File: src/rtl/k_and_s_pkg.sv
// rtl/k_and_s_pkg.sv - K&S processor shared types
// Decoded-instruction encoding shared by the decoder, data_path and the control unit.
package k_and_s_pkg;

  typedef enum logic [3:0] {
    I_NOP    = 4'd0,
    I_LOAD   = 4'd1,
    I_STORE  = 4'd2,
    I_MOVE   = 4'd3,
    I_ADD    = 4'd4,
    I_SUB    = 4'd5,
    I_AND    = 4'd6,
    I_OR     = 4'd7,
    I_BRANCH = 4'd8,
    I_BZERO  = 4'd9,
    I_BNZERO = 4'd10,
    I_BNEG   = 4'd11,
    I_BNNEG  = 4'd12,
    I_BOV    = 4'd13,
    I_BNOV   = 4'd14,
    I_HALT   = 4'd15
  } decoded_instruction_type;

endpackage

File: src/rtl/ks_control_unit.sv
// rtl/ks_control_unit.sv - K&S multi-cycle control FSM
// Moore FSM driving data_path enables/selects, RAM write strobe and halt.
module ks_control_unit
  import k_and_s_pkg::*;
#(
  parameter int unsigned RAM_RD_LAT = 1,
  parameter bit          OV_SEL     = 1'b0
) (
  input  logic                    clk,
  input  logic                    rst_n,
  input  decoded_instruction_type decoded_instruction,
  input  logic                    zero_op,
  input  logic                    neg_op,
  input  logic                    unsigned_overflow,
  input  logic                    signed_overflow,
  output logic                    branch,
  output logic                    pc_enable,
  output logic                    ir_enable,
  output logic                    addr_sel,
  output logic                    c_sel,
  output logic [1:0]              operation,
  output logic                    write_reg_enable,
  output logic                    flags_reg_enable,
  output logic                    ram_write_enable,
  output logic                    halt
);

  typedef enum logic [3:0] {
    S_FETCH, S_DECODE, S_LOAD_WAIT, S_LOAD_WB, S_STORE,
    S_ALU, S_MOVE, S_BRANCH, S_HALT
  } state_t;

  localparam logic [2:0] LAT_M1 = 3'(RAM_RD_LAT - 1);

  state_t     state_q, state_d;
  logic [2:0] wait_q, wait_d;
  logic       ovf;

  logic       br_s, pc_s, ir_s, as_s, cs_s, wr_s, fl_s, rw_s, h_s;
  logic [1:0] op_s;

  assign ovf = OV_SEL ? unsigned_overflow : signed_overflow;

  always_ff @(posedge clk or negedge rst_n) begin
    if (!rst_n) begin
      state_q <= S_FETCH;
      wait_q  <= 3'd0;
    end else begin
      state_q <= state_d;
      wait_q  <= wait_d;
    end
  end

  always_comb begin
    state_d = S_FETCH;
    wait_d  = 3'd0;
    br_s = 1'b0; pc_s = 1'b0; ir_s = 1'b0; as_s = 1'b0; cs_s = 1'b0;
    wr_s = 1'b0; fl_s = 1'b0; rw_s = 1'b0; h_s  = 1'b0;
    op_s = 2'b00;
    case (state_q)
      S_FETCH: begin
        as_s    = 1'b1;
        ir_s    = 1'b1;
        state_d = S_DECODE;
      end
      S_DECODE: begin
        as_s = 1'b1;
        pc_s = 1'b1;
        case (decoded_instruction)
          I_LOAD:                     state_d = S_LOAD_WAIT;
          I_STORE:                    state_d = S_STORE;
          I_ADD, I_SUB, I_AND, I_OR:  state_d = S_ALU;
          I_MOVE:                     state_d = S_MOVE;
          I_BRANCH:                   state_d = S_BRANCH;
          I_BZERO:                    state_d = zero_op  ? S_BRANCH : S_FETCH;
          I_BNZERO:                   state_d = !zero_op ? S_BRANCH : S_FETCH;
          I_BNEG:                     state_d = neg_op   ? S_BRANCH : S_FETCH;
          I_BNNEG:                    state_d = !neg_op  ? S_BRANCH : S_FETCH;
          I_BOV:                      state_d = ovf      ? S_BRANCH : S_FETCH;
          I_BNOV:                     state_d = !ovf     ? S_BRANCH : S_FETCH;
          I_HALT:                     state_d = S_HALT;
          default:                    state_d = S_FETCH;
        endcase
      end
      S_LOAD_WAIT: begin
        // RAM address is held on mem_addr while the read data settles
        if (wait_q == LAT_M1) begin
          state_d = S_LOAD_WB;
        end else begin
          wait_d  = wait_q + 3'd1;
          state_d = S_LOAD_WAIT;
        end
      end
      S_LOAD_WB: begin
        wr_s = 1'b1;
      end
      S_STORE: begin
        rw_s = 1'b1;
      end
      S_ALU: begin
        cs_s = 1'b1;
        wr_s = 1'b1;
        fl_s = 1'b1;
        case (decoded_instruction)
          I_ADD:   op_s = 2'b01;
          I_SUB:   op_s = 2'b10;
          I_AND:   op_s = 2'b11;
          default: op_s = 2'b00;
        endcase
      end
      S_MOVE: begin
        cs_s = 1'b1;
        wr_s = 1'b1;
      end
      S_BRANCH: begin
        pc_s = 1'b1;
        br_s = 1'b1;
      end
      S_HALT: begin
        h_s     = 1'b1;
        state_d = S_HALT;
      end
      default: state_d = S_FETCH;
    endcase
  end

  // Gate with rst_n so no strobe survives the falling reset edge.
  assign branch           = br_s & rst_n;
  assign pc_enable        = pc_s & rst_n;
  assign ir_enable        = ir_s & rst_n;
  assign addr_sel         = as_s & rst_n;
  assign c_sel            = cs_s & rst_n;
  assign operation        = op_s & {2{rst_n}};
  assign write_reg_enable = wr_s & rst_n;
  assign flags_reg_enable = fl_s & rst_n;
  assign ram_write_enable = rw_s & rst_n;
  assign halt             = h_s  & rst_n;

endmodule
File: config.mk
export PLATFORM = sky130hd
export DESIGN_NAME = ks_control_unit
export DESIGN_NICKNAME = d
export VERILOG_FILES = /design/src/rtl/k_and_s_pkg.sv /design/src/rtl/ks_control_unit.sv
export SDC_FILE = /design/constraint.sdc
export NUM_CORES = 1
export LEC_CHECK = 0
export CORE_UTILIZATION = 40
export DETAILED_ROUTE_END_ITERATION = 8
export GPL_ROUTABILITY_DRIVEN = 0
export PLACE_DENSITY = 0.73
export SLEW_MARGIN = 10
export SYNTH_ARGS = -nofsm -noshare
export SYNTH_HDL_FRONTEND = slang
export SYNTH_SLANG_ARGS = --single-unit
export TNS_END_PERCENT = 10
File: constraint.sdc
create_clock -name clk -period 1.6 [get_ports clk]
set_input_delay 0.32 -clock clk [delete_from_list [all_inputs] [get_ports clk]]
set_output_delay 0.32 -clock clk [all_outputs]
set_load 0.05 [all_outputs]
---- After elaboration in Yosys (flattened, before gate mapping) ----
Cells that the tools add are included.
storage, ports and cells
  memories kept ........................... 0
  output and inout bits ................... 11
  bits in latches ......................... 0
  input port bits ......................... 10
  bits in registers ....................... 7
  memory bits (writable) .................. 0
  ROM bits ................................ 0
operators by class
  eq/ne operators ......................... 23
  shift-type cells ........................ 0
  bitwise operators ....................... 10
  $mul .................................... 0
  multiplexer cells ....................... 22
  add/sub/neg operators ................... 1
  div/mod/pow operators ................... 0
  order comparisons ....................... 0
  reductions and logical operators ........ 7
operator list
  kind                 count
  $pmux 4 s12          1
  $eq 4x4->1 const B   9
  $eq 4x3->1 const B   8
  $mux 3               8
  $eq 4x2->1 const B   4
  $pmux 4 s4           1
  $mux 1               10
  $and 1x1->1          9
  $eq 4x1->1 const B   2
  $pmux 2 s3           1
  $reduce_or 2->1      3
  $logic_not 4->1      1
  $reduce_or 4->1      1
  $add 3x1->3 const B  1
  $logic_not 3->1      1
  $reduce_or 3->1      1
  $and 2x2->2          1
  $mux 2               1

---- Longest topological paths before layout ----
  depth after elaboration ................. 4
  mapped depth ............................ 5
  depth with buffers taken out ............ 5

---- Least setup slack after synthesis ----
No wires, ideal clock.
  path kind ............................... flip-flop to output port
  start ................................... reg state_q[1]
  end ..................................... out halt
  required time ........................... 1.280 ns
  path slack .............................. -0.620 ns
  cell stages (with the launch flop) ...... 5
  data arrival time ....................... 1.900 ns
  cells stage by stage .................... dfrtp_1 -> clkbuf_1 -> nor2_1 -> nand2_1 -> nor3b_1
on the way
  cells in the longest elaborated chain, start to end .. 3
RTL lines
  item                      line                    RTL
  start: declaration        ks_control_unit.sv:35   state_t state_q, state_d;
  start signal: assignment  ks_control_unit.sv:49   state_q <= state_d;
  $eq 4x4->1                ks_control_unit.sv:60   case (state_q)
  $mux 1                    ks_control_unit.sv:60
  $and 1x1->1               ks_control_unit.sv:137  assign halt = h_s & rst_n;
  end: declaration          ks_control_unit.sv:25   output logic halt
Every way passes these cells.

---- Final worst setup path ----
  start ................................... in decoded_instruction[3]
  end ..................................... out operation[0]
on the way
  cells in the longest elaborated chain, start to end .. 4
RTL lines
  item                line                    RTL
  start: declaration  ks_control_unit.sv:11   input decoded_instruction_type decoded_instruction,
  $eq 4x3->1          ks_control_unit.sv:104  case (decoded_instruction)
  $pmux 2 s3 (*)      ks_control_unit.sv:104
  $mux 2 (*)          ks_control_unit.sv:60
  $and 2x2->2 (*)     ks_control_unit.sv:133  assign operation = op_s & {2{rst_n}};
  end: declaration    ks_control_unit.sv:21   output logic [1:0] operation,
Mark *: on every way between the ends. The rest lies on a longest branch, timed or not.

==> key figures <==
Floorplan
  – Std-Cell Rows: 14
  – Core ar.: 1540 um^2
  – Total die area: 1850 um^2
  – Initial Util: between 40 and 50%
  – Die X: 43.1 um
  – Ports: 21
  – Die Y: 43.1 um

Logic synthesis
  – Main flop type after synthesis: dfrtp_1
  – Ys Warns: 0
  – Ys async rst share: 100%
  – Compound-Gate Fraction of Synth Area: 20.8%
  – Simple-Gate Fraction of Synth Area: between 30% and 40%
  – Synth Instances: 87
  – Main combinational cell family by area after synthesis: simple AND/OR/NAND/NOR gates
  – Number of flops mapped to enable cells by yosys: 0
  – Yosys reg bits: 7
  – Syn Area/Cell: 7.75 um^2
  – Synth Area in Adders: around 3.7%
  – Multiplexer share of the synthesized area: 4.82%
  – Net count after synthesis: between 90 and 100
  – Distinct cells, synth: 35
  – Sequential element share of the synthesized area: 26.0%
  – Syn Std Cell Area: slightly below 700 um^2
  – Synth Area in XOR/XNOR: 5.19%

Setup path
  – Crit path DAT: 1600 ps
  – Critical Path RT: 1280 ps
  – Crit Reg-Reg Startpoint: state_q[0]
  – Worst-path maximum fanout: 2
  – CP Class: in2out
  – Max incr delay on CP: 580 ps
  – FF-to-FF path depth: 4
  – R2R Setup Slk: -10 ps
  – Critical path origin: decoded_instruction[3]
  – CP endpoint: operation[0]
  – CP Capture Type: output pin
  – Crit path launch type: input port
  – CP max-delay cell: or4_4
  – FF-to-FF End: state_q[2]
  – Crit path cell chain: clkdlybuf4s50_1, or4_4, nor2_4, buf_12

CTS
  – Hold-fix buffers, CTS: 0
  – CTS clk-pin slew, worst paths: about 60 ps
  – Root Buffer: clkbuf_4
  – CTS tree: built
  – Num CTS Buffers: 3
  – Clk_lat worst skew: between 200 and 300 ps
  – Clock Tree Buf Depth: 2
  – Deepest level of the CTS H-tree: 1
  – CTS Sinks: 7

GRT
  – Pin count of the biggest net entering global routing: 13
  – Total GRT Usage: 22.5%
  – Vias in the first global route: 767
  – Grt met3 use: 4.68%
  – Gr busiest metal: met2
  – First-pass GRT wire length: 3170 um
  – Met2 GRT Util: 43.0%
  – Total congestion overflow: 0
  – Met1 usage: about 25%
  – Initial antenna violation count: 0

Drt
  – Via density: ~5.4
  – Final ANT Viol Nets: 0
  – Initial DRC Count: 9
  – Vias: 750
  – First-pass detailed-route iteration total: 4
  – Final Routed Wirelength: 1900 um
  – DRC errors left: 0
  – Routed length per instance: 13.8 um

Timing
  – Fin crit share: 120%
  – Max Slew Vio Count: 0
  – Worst-Margin Slew: 342 ps
  – Fmax: ~520 MHz
  – RSZ-0062 raised after global routing: true
  – Final WS setup: -317 ps
  – Post-layout minimum cycle time: between 1500 and 2000 ps
  – Final setup vio count: 12
  – Slew HR: around 77%
  – Setup Skew: between 10 and 15 ps
  – Final Hold Viols: 0

Run
  – Max_cap viols: 0

Placement
  – Setup slack at placement: -491 ps
  – Post-detail-place hpwl: 1410 um
  – Number of port buffers: 19

Power
  – PD cells: 1300 nW/um^2
  – Peak supply drop: 910 uV
  – Leak Pwr: 0.550 nW

Layout
  – Net count, final: 135
  – Post-layout util: 82.1%
  – Diode count: 0
  – Synth-to-Final Area Change: 87.8%
  – Layout cell share with drive strength beyond 1: 43.4%

Hold path
  – HP Class: in2async

Status
  – Outcome: finished, violations left
  – Failing checks: setup timing
[placed cells by master (no fill, tap or decap), types with 2 or more instances in the layout]
master           synthesis  routed
nor2_4                   0       4
buf_6                    1       3
nand3b_1                 2       2
xor2_1                   2       2
o21ai_0                  4       4
nor3_1                   6       2
nor2_1                  10       6
nand2_1                  8       8
o22ai_1                  2       2
nand2b_1                 5       3
clkbuf_4                 0       3
a211oi_1                 2       2
nand2b_4                 0       2
buf_4                    1      16
dfrtp_1                  7       7
clkdlybuf4s50_1          0       6
a21oi_2                  1       2
ha_1                     2       2
xnor2_1                  2       2
nor3_4                   0       3
buf_12                   0      11
inv_1                    5       5
mux2_2                   2       2
[routing by layer]
layer / part of all wire (%) / vias up
met5: 0 / -
met4: 0 / 0
met3: 2.7 / 0
met2: 57 / 18
met1: 40 / 357
li1: - / 375
[cell type report]
class                   count  area [um^2]
repair buffers             39          470
fillers                    91          275
multi-input cells          67          556
flip-flops and latches      7          175
inverters                   5         18.8
well taps                  16         20.0
clock buffers               4         26.3
[synthesized netlist by cell type (all sizes together) (4+ instances only)]
library cell  number  area, um^2
a21oi              4        23.8
nor3               6        30.0
nand2              8        30.0
buf                4        28.8
o21ai              4        20.0
nor2              10        37.5
nand2b             5        31.3
clkbuf             4        15.0
dfrtp              7         175
inv                5        18.8
[flip-flops by register name, indices dropped and copies added, names as in the netlist]
signal,count
state_q,4
wait_q,3
[worst min-delay path by stage]
stage / from / endpoint / slack [ps] / cells past startpoint
after floorplan: rst_n / state_q[0] / 20 / 0
after global placement: wait_q[0] / wait_q[0] / 440 / 1
after detailed placement: wait_q[0] / wait_q[0] / 460 / 1
after CTS: rst_n / state_q[3] / 130 / 2
after global routing: rst_n / state_q[3] / 130 / 2
final: rst_n / state_q[3] / 130 / 2
[worst max-delay path, delay by kind of cell]
family,cells,cell delay [ps]
and+or+nand+nor,2,710
buffers and inverters,2,560
[metrics by stage]
step	power [mW]	hold WS (ps)	instances	cell area [um^2]	setup TNS, ps
2_1_floorplan	0.857	24.4	87	718	-1440
3_3_place_gp	1.26	438	132	1130	-2940
3_5_place_dp	1.29	456	132	1130	-3250
4_1_cts	1.60	127	138	1240	-2110
5_1_grt	1.74	128	138	1270	-2920
6_report	1.65	133	138	1270	-2250
[timing repair]
item,CTS,global route
endpoints found under the hold margin,0,0
gates resized for setup,17,5
gates cloned,0,0
setup endpoints to repair,11,13
buffers inserted,2,0
pin swaps,6,2
[cell families (layout without fill, tap and decap cells)]
kind of cell,after synthesis,count (layout)
compound gates,20,20
mux,3,3
buf+inv,13,48
simple gates,38,38
fa+ha+maj,2,2
flops,7,7
xor+xnor,4,4
[power breakdown]
| part | internal, mW | total, mW | switching (mW) |
|---|---|---|---|
| clock | 0.0953 | 0.163 | 0.0673 |
| sequential | 0.215 | 0.254 | 0.0397 |
| combinational | 0.574 | 1.23 | 0.658 |
No activity file was read; power rests on OpenSTA's default activity.
